**src/rtl/pass_arbiter.sv**
```systemverilog
// Round-robin grant arbiter with burst cap, merging the granted requester's valid/data stream
// onto one registered output bus and flagging data offered by non-granted requesters.
module pass_arbiter #(
    parameter int unsigned WIDTH     = 8,
    parameter int unsigned N         = 3,
    parameter int unsigned MAX_BURST = 4
) (
    input  logic                 CLK,
    input  logic                 Reset,
    input  logic [N-1:0]         i_Req,
    input  logic [N-1:0]         i_Valid,
    input  logic [N*WIDTH-1:0]   i_Data,
    output logic [N-1:0]         o_Grant,
    output logic                 o_Valid,
    output logic [WIDTH-1:0]     o_Data,
    output logic [$clog2(N)-1:0] o_Src,
    output logic                 o_Err
);

    localparam int unsigned SW = $clog2(N);
    localparam int unsigned BW = (MAX_BURST > 2) ? $clog2(MAX_BURST) : 1;
    localparam logic [BW-1:0] BurstLast = BW'((MAX_BURST == 0) ? 0 : MAX_BURST - 1);

    typedef enum logic [0:0] {StIdle, StOwn} state_e;

    state_e          state_q, state_d;
    logic [N-1:0]    grant_q, grant_d;
    logic [SW-1:0]   ptr_q, ptr_d;
    logic [BW-1:0]   burst_q, burst_d;
    logic            valid_q, valid_d;
    logic [WIDTH-1:0] data_q, data_d;
    logic [SW-1:0]   src_q, src_d;
    logic            err_q, err_d;

    logic [SW-1:0]   owner;
    logic [SW-1:0]   pick;
    logic            hit;
    logic            keep_ok;

    always_comb begin
        owner = '0;
        for (int unsigned i = 0; i < N; i++) begin
            if (grant_q[i]) owner = SW'(i);
        end
    end

    // Owner searches the N-1 others starting after itself; idle searches all N after the pointer.
    always_comb begin
        int unsigned base;
        int unsigned span;
        int unsigned idx;
        hit  = 1'b0;
        pick = owner;
        base = (state_q == StOwn) ? int'(owner) : int'(ptr_q);
        span = (state_q == StOwn) ? N - 1 : N;
        idx  = 0;
        for (int unsigned i = 1; i <= N; i++) begin
            idx = (base + i) % N;
            if (i <= span && !hit && i_Req[idx]) begin
                hit  = 1'b1;
                pick = SW'(idx);
            end
        end
    end

    assign keep_ok = (MAX_BURST == 0) || (burst_q < BurstLast);

    always_ff @(posedge CLK) begin
        if (!Reset) begin
            state_q <= StIdle;
            grant_q <= '0;
            ptr_q   <= SW'(N - 1);
            burst_q <= '0;
            valid_q <= 1'b0;
            data_q  <= '0;
            src_q   <= '0;
            err_q   <= 1'b0;
        end else begin
            state_q <= state_d;
            grant_q <= grant_d;
            ptr_q   <= ptr_d;
            burst_q <= burst_d;
            valid_q <= valid_d;
            data_q  <= data_d;
            src_q   <= src_d;
            err_q   <= err_d;
        end
    end

    always_comb begin
        state_d = state_q;
        grant_d = grant_q;
        ptr_d   = ptr_q;
        burst_d = burst_q;
        unique case (state_q)
            StIdle: begin
                if (hit) begin
                    state_d       = StOwn;
                    grant_d       = '0;
                    grant_d[pick] = 1'b1;
                    ptr_d         = pick;
                    burst_d       = '0;
                end
            end
            StOwn: begin
                if (i_Req[owner] && keep_ok) begin
                    if (MAX_BURST != 0) burst_d = burst_q + 1'b1;
                end else if (hit) begin
                    grant_d       = '0;
                    grant_d[pick] = 1'b1;
                    ptr_d         = pick;
                    burst_d       = '0;
                end else if (i_Req[owner]) begin
                    burst_d = '0;
                end else begin
                    state_d = StIdle;
                    grant_d = '0;
                    burst_d = '0;
                end
            end
            default: begin
                state_d = StIdle;
                grant_d = '0;
            end
        endcase

        // Merge path: only the current owner's data is captured; others are discarded.
        valid_d = 1'b0;
        data_d  = data_q;
        src_d   = src_q;
        if (state_q == StOwn && i_Valid[owner]) begin
            valid_d = 1'b1;
            data_d  = i_Data[owner*WIDTH +: WIDTH];
            src_d   = owner;
        end
        err_d = err_q | (|(i_Valid & ~grant_q));
    end

    always_comb begin
        o_Grant = grant_q;
        o_Valid = valid_q;
        o_Data  = data_q;
        o_Src   = src_q;
        o_Err   = err_q;
    end

endmodule
```
**config.mk**
```make
export PLATFORM = sky130hd
export DESIGN_NAME = pass_arbiter
export DESIGN_NICKNAME = d
export VERILOG_FILES = /design/src/rtl/pass_arbiter.sv
export SDC_FILE = /design/constraint.sdc
export NUM_CORES = 1
export LEC_CHECK = 0
export BUFFER_PORTS_ARGS = -buffer_cell sky130_fd_sc_hd__buf_2
export CAP_MARGIN = 20
export CORE_MARGIN = 4
export CORE_UTILIZATION = 41
export DETAILED_ROUTE_END_ITERATION = 8
export PLACE_DENSITY = 0.79
export SKIP_CTS_REPAIR_TIMING = 1
export SLEW_MARGIN = 15
export SYNTH_ARGS = -nofsm -noshare
export SYNTH_HDL_FRONTEND = slang
export SYNTH_SLANG_ARGS = --single-unit
```
**constraint.sdc**
```tcl
create_clock -name CLK -period 3.61 [get_ports CLK]
set_input_delay 0.361 -clock CLK [delete_from_list [all_inputs] [get_ports CLK]]
set_output_delay 0.361 -clock CLK [all_outputs]
set_load 0.01 [all_outputs]
```
==> run_results.csv <==
group,metric,value,unit
setup_path,reg2regPathDepth,9,
clock_network,cts_htree_levels,1,
clock_network,clock_sinks,20,
synthesis,syn-instance-count,157,
run_status,status,"finished, final reports clean",
clock_network,clk_latency,0.30,ns
setup_path,end_kind,"register",
setup_path,worstPathArrival,3.21,ns
finish,nFillCells,291,
synthesis,ys.flop_type,"dfxtp_1",
finish,nets,239,
timing,hold_viol_final,0,
floorplan,ioPinCount,47,
clock_network,cts.root.buffer_cell,"clkbuf_4",
finish,syn2layout_area_growth,24.5,%
placed_design,io_buffer_count,46,
grt,gr-total-overflow,0,
drt,ant_nets,0,
clock_network,cts_tree,"built",
grt,grt_max_degree,25,
grt,grt_first_pass_wirelength,5400,um
synthesis,synth_enable_flop_cells,0,
drt,drc,0,
timing,relSlewSlack,52.0,%
drt,drtPass1Iterations,4,
drt,num_vias,1278,
finish,final_common_cell,"buf_2",
synthesis,yosys.area.top_type,"dfxtp_1",
floorplan,core,2850,um2
timing,tightest_slew,0.719,ns
clock_network,clockBufferDepth,2,
placed_design,place.gp.congestion,0.833,
grt,grtUsageTotal,16.3,%
synthesis,ys_top_cells_by_area,"dfxtp_1 (31%), mux2i_1 (14%), nor2_1 (10%)",
synthesis,synth-seq-cells,20,
floorplan,die_x,63.7,um
floorplan,placementRows,19,
clock_network,clkTransAtPathRegs,0.12,ns
floorplan,die_y,63.7,um
synthesis,ys_types,35,
synthesis,syn_nets,192,
floorplan,start_util,44.6,%
flow_run,max_cap_viol_count,0,
drt,wirelength,3180,um
setup_path,crit_fanout,24,
setup_path,crit_type,"reg -> reg",
synthesis,yosysSeqAreaShare,31.5,%
pwr,p_per_area,873,nW/um2
timing,max_freq,337,MHz
timing,whs,0.250,ns
floorplan,die_area,4060,um2
synthesis,synth_top_area_share,31.5,%
grt,grt_pass1_vias,1233,
finish,layout_common_cells,"buf_2 (46), nor2_1 (35), a21oi_1 (22), dfxtp_1 (20), mux2i_1 (18)",
timing,skew,0.0127,ns
drt,wire_per_inst,13.6,um
synthesis,synth.avg_cell_area,8.10,um2
pwr,peakVddDrop,0.405,mV
synthesis,synthArstFlopShare,0,%
drt,avgViaCountPerCell,5.46,
min_path,hold_class,"in -> reg",
timing,finalCriticalPeriod,2.97,ns
min_path,min_delay_path_depth,2,
drt,drt_iter0_drc,19,
timing,tns,0,ns
setup_path,cp-start-kind,"register",
grt,antenna_found_initial,0,
clock_network,cts_made_buffers,3,
timing,setup_violations,0,
synthesis,synth_area,1270,um2
timing,rsz0062_at_grt,"false",
setup_path,critPathRequiredTime,3.85,ns
finish,antenna_cells,0,
finish,seq_area,400,um2
finish,final_core_util,55.5,%
finish,layout-drive-gt1-share,30.5,%
pwr,p_leak,0.000717,uW
pwr,totalPowerFinal,1380,uW
synthesis,yosys_warnings,0,
timing,fin_crit_sh,82.1,%
finish,multiInputGateArea,817,um2
timing,maxSlewViolCount,0,
placed_design,dpl.hpwl,2530,um
[flip-flops by register name (all words and copies together), names as in the netlist]
signal	cells
burst_q	2
o_Data	8
o_Err	1
o_Grant	3
o_Src	2
o_Valid	1
ptr_q	2
state_q	1
[synthesized netlist by cell type, types with 2 or more instances]
library cell	instances
dfxtp_1	20
buf_2	2
inv_1	6
o211ai_1	2
o22ai_1	2
a22oi_1	2
nand2_1	6
mux2i_1	18
nand2b_1	2
mux2_2	2
nor2b_1	5
clkbuf_1	4
a21oi_1	22
o21a_1	2
nor3b_1	2
nor2_1	35
ha_1	3
nor3_1	4
o32ai_1	2
[worst paths after layout]
check                                             start                      end  slack (ns)
worst max register to register  o_Grant[2]$_SDFFE_PN0P_  o_Grant[2]$_SDFFE_PN0P_        0.64
worst min register to register   o_Data[6]$_SDFFE_PN0P_   o_Data[6]$_SDFFE_PN0P_        0.49
worst max-delay path            o_Grant[2]$_SDFFE_PN0P_  o_Grant[2]$_SDFFE_PN0P_        0.64
worst min-delay path                              Reset    ptr_q[1]$_SDFFE_PN1P_        0.25
[final cells by class]
type | count | share of cell area [%]
Clock buffer | 3 | 1.42
Sequential cell | 20 | 25.3
Inverter | 6 | 1.42
Clock inverter | 1 | 1.90
Multi-Input combinational cell | 124 | 51.6
Tap cell | 31 | 2.45
Timing Repair Buffer | 49 | 16.0
[kinds of logic after synthesis]
group / synth area share (%)
AO/OA/AOI/OAI: 22.9
flip-flops: 31.5
multiplexers: 15.9
AND/OR/NAND/NOR: 22.4
adder cells (fa/ha/maj): 2.95
buffers and inverters: 4.33
[per-stage QoR]
stage	instance area [um2]	cells	setup slack, ns
floorplan	1270	157	0.922
global placement	1530	230	0.827
detailed placement	1530	230	0.714
CTS	1580	234	0.679
global route	1580	234	0.341
finish	1580	234	0.645
[power by group]
| group | switching [uW] | internal [uW] | total (uW) |
|---|---|---|---|
| logic | 461 | 382 | 843 |
| registers | 71.4 | 285 | 357 |
| clock network | 70.6 | 112 | 183 |
[routing by layer]
layer	vias up	track usage (%)	part of all wire, %
met3	6	5.15	7.7
met4	0	4.58	1.1
li1	646	-	-
met5	-	0	0
met2	45	26.7	46
met1	581	20.7	46
[worst max-delay path, stage by stage, from the launching register on]
cell and delay (ns):
dfxtp_1 0.81, nor2b_1 0.24, mux2i_1 0.23, ha_1 0.31
mux2i_1 0.20, o221ai_2 0.15, or2_4 0.28, a2111oi_4 0.39
o21ai_2 0.14, o22ai_1 0.15
Note: power is estimated with default switching activity, not from simulation.
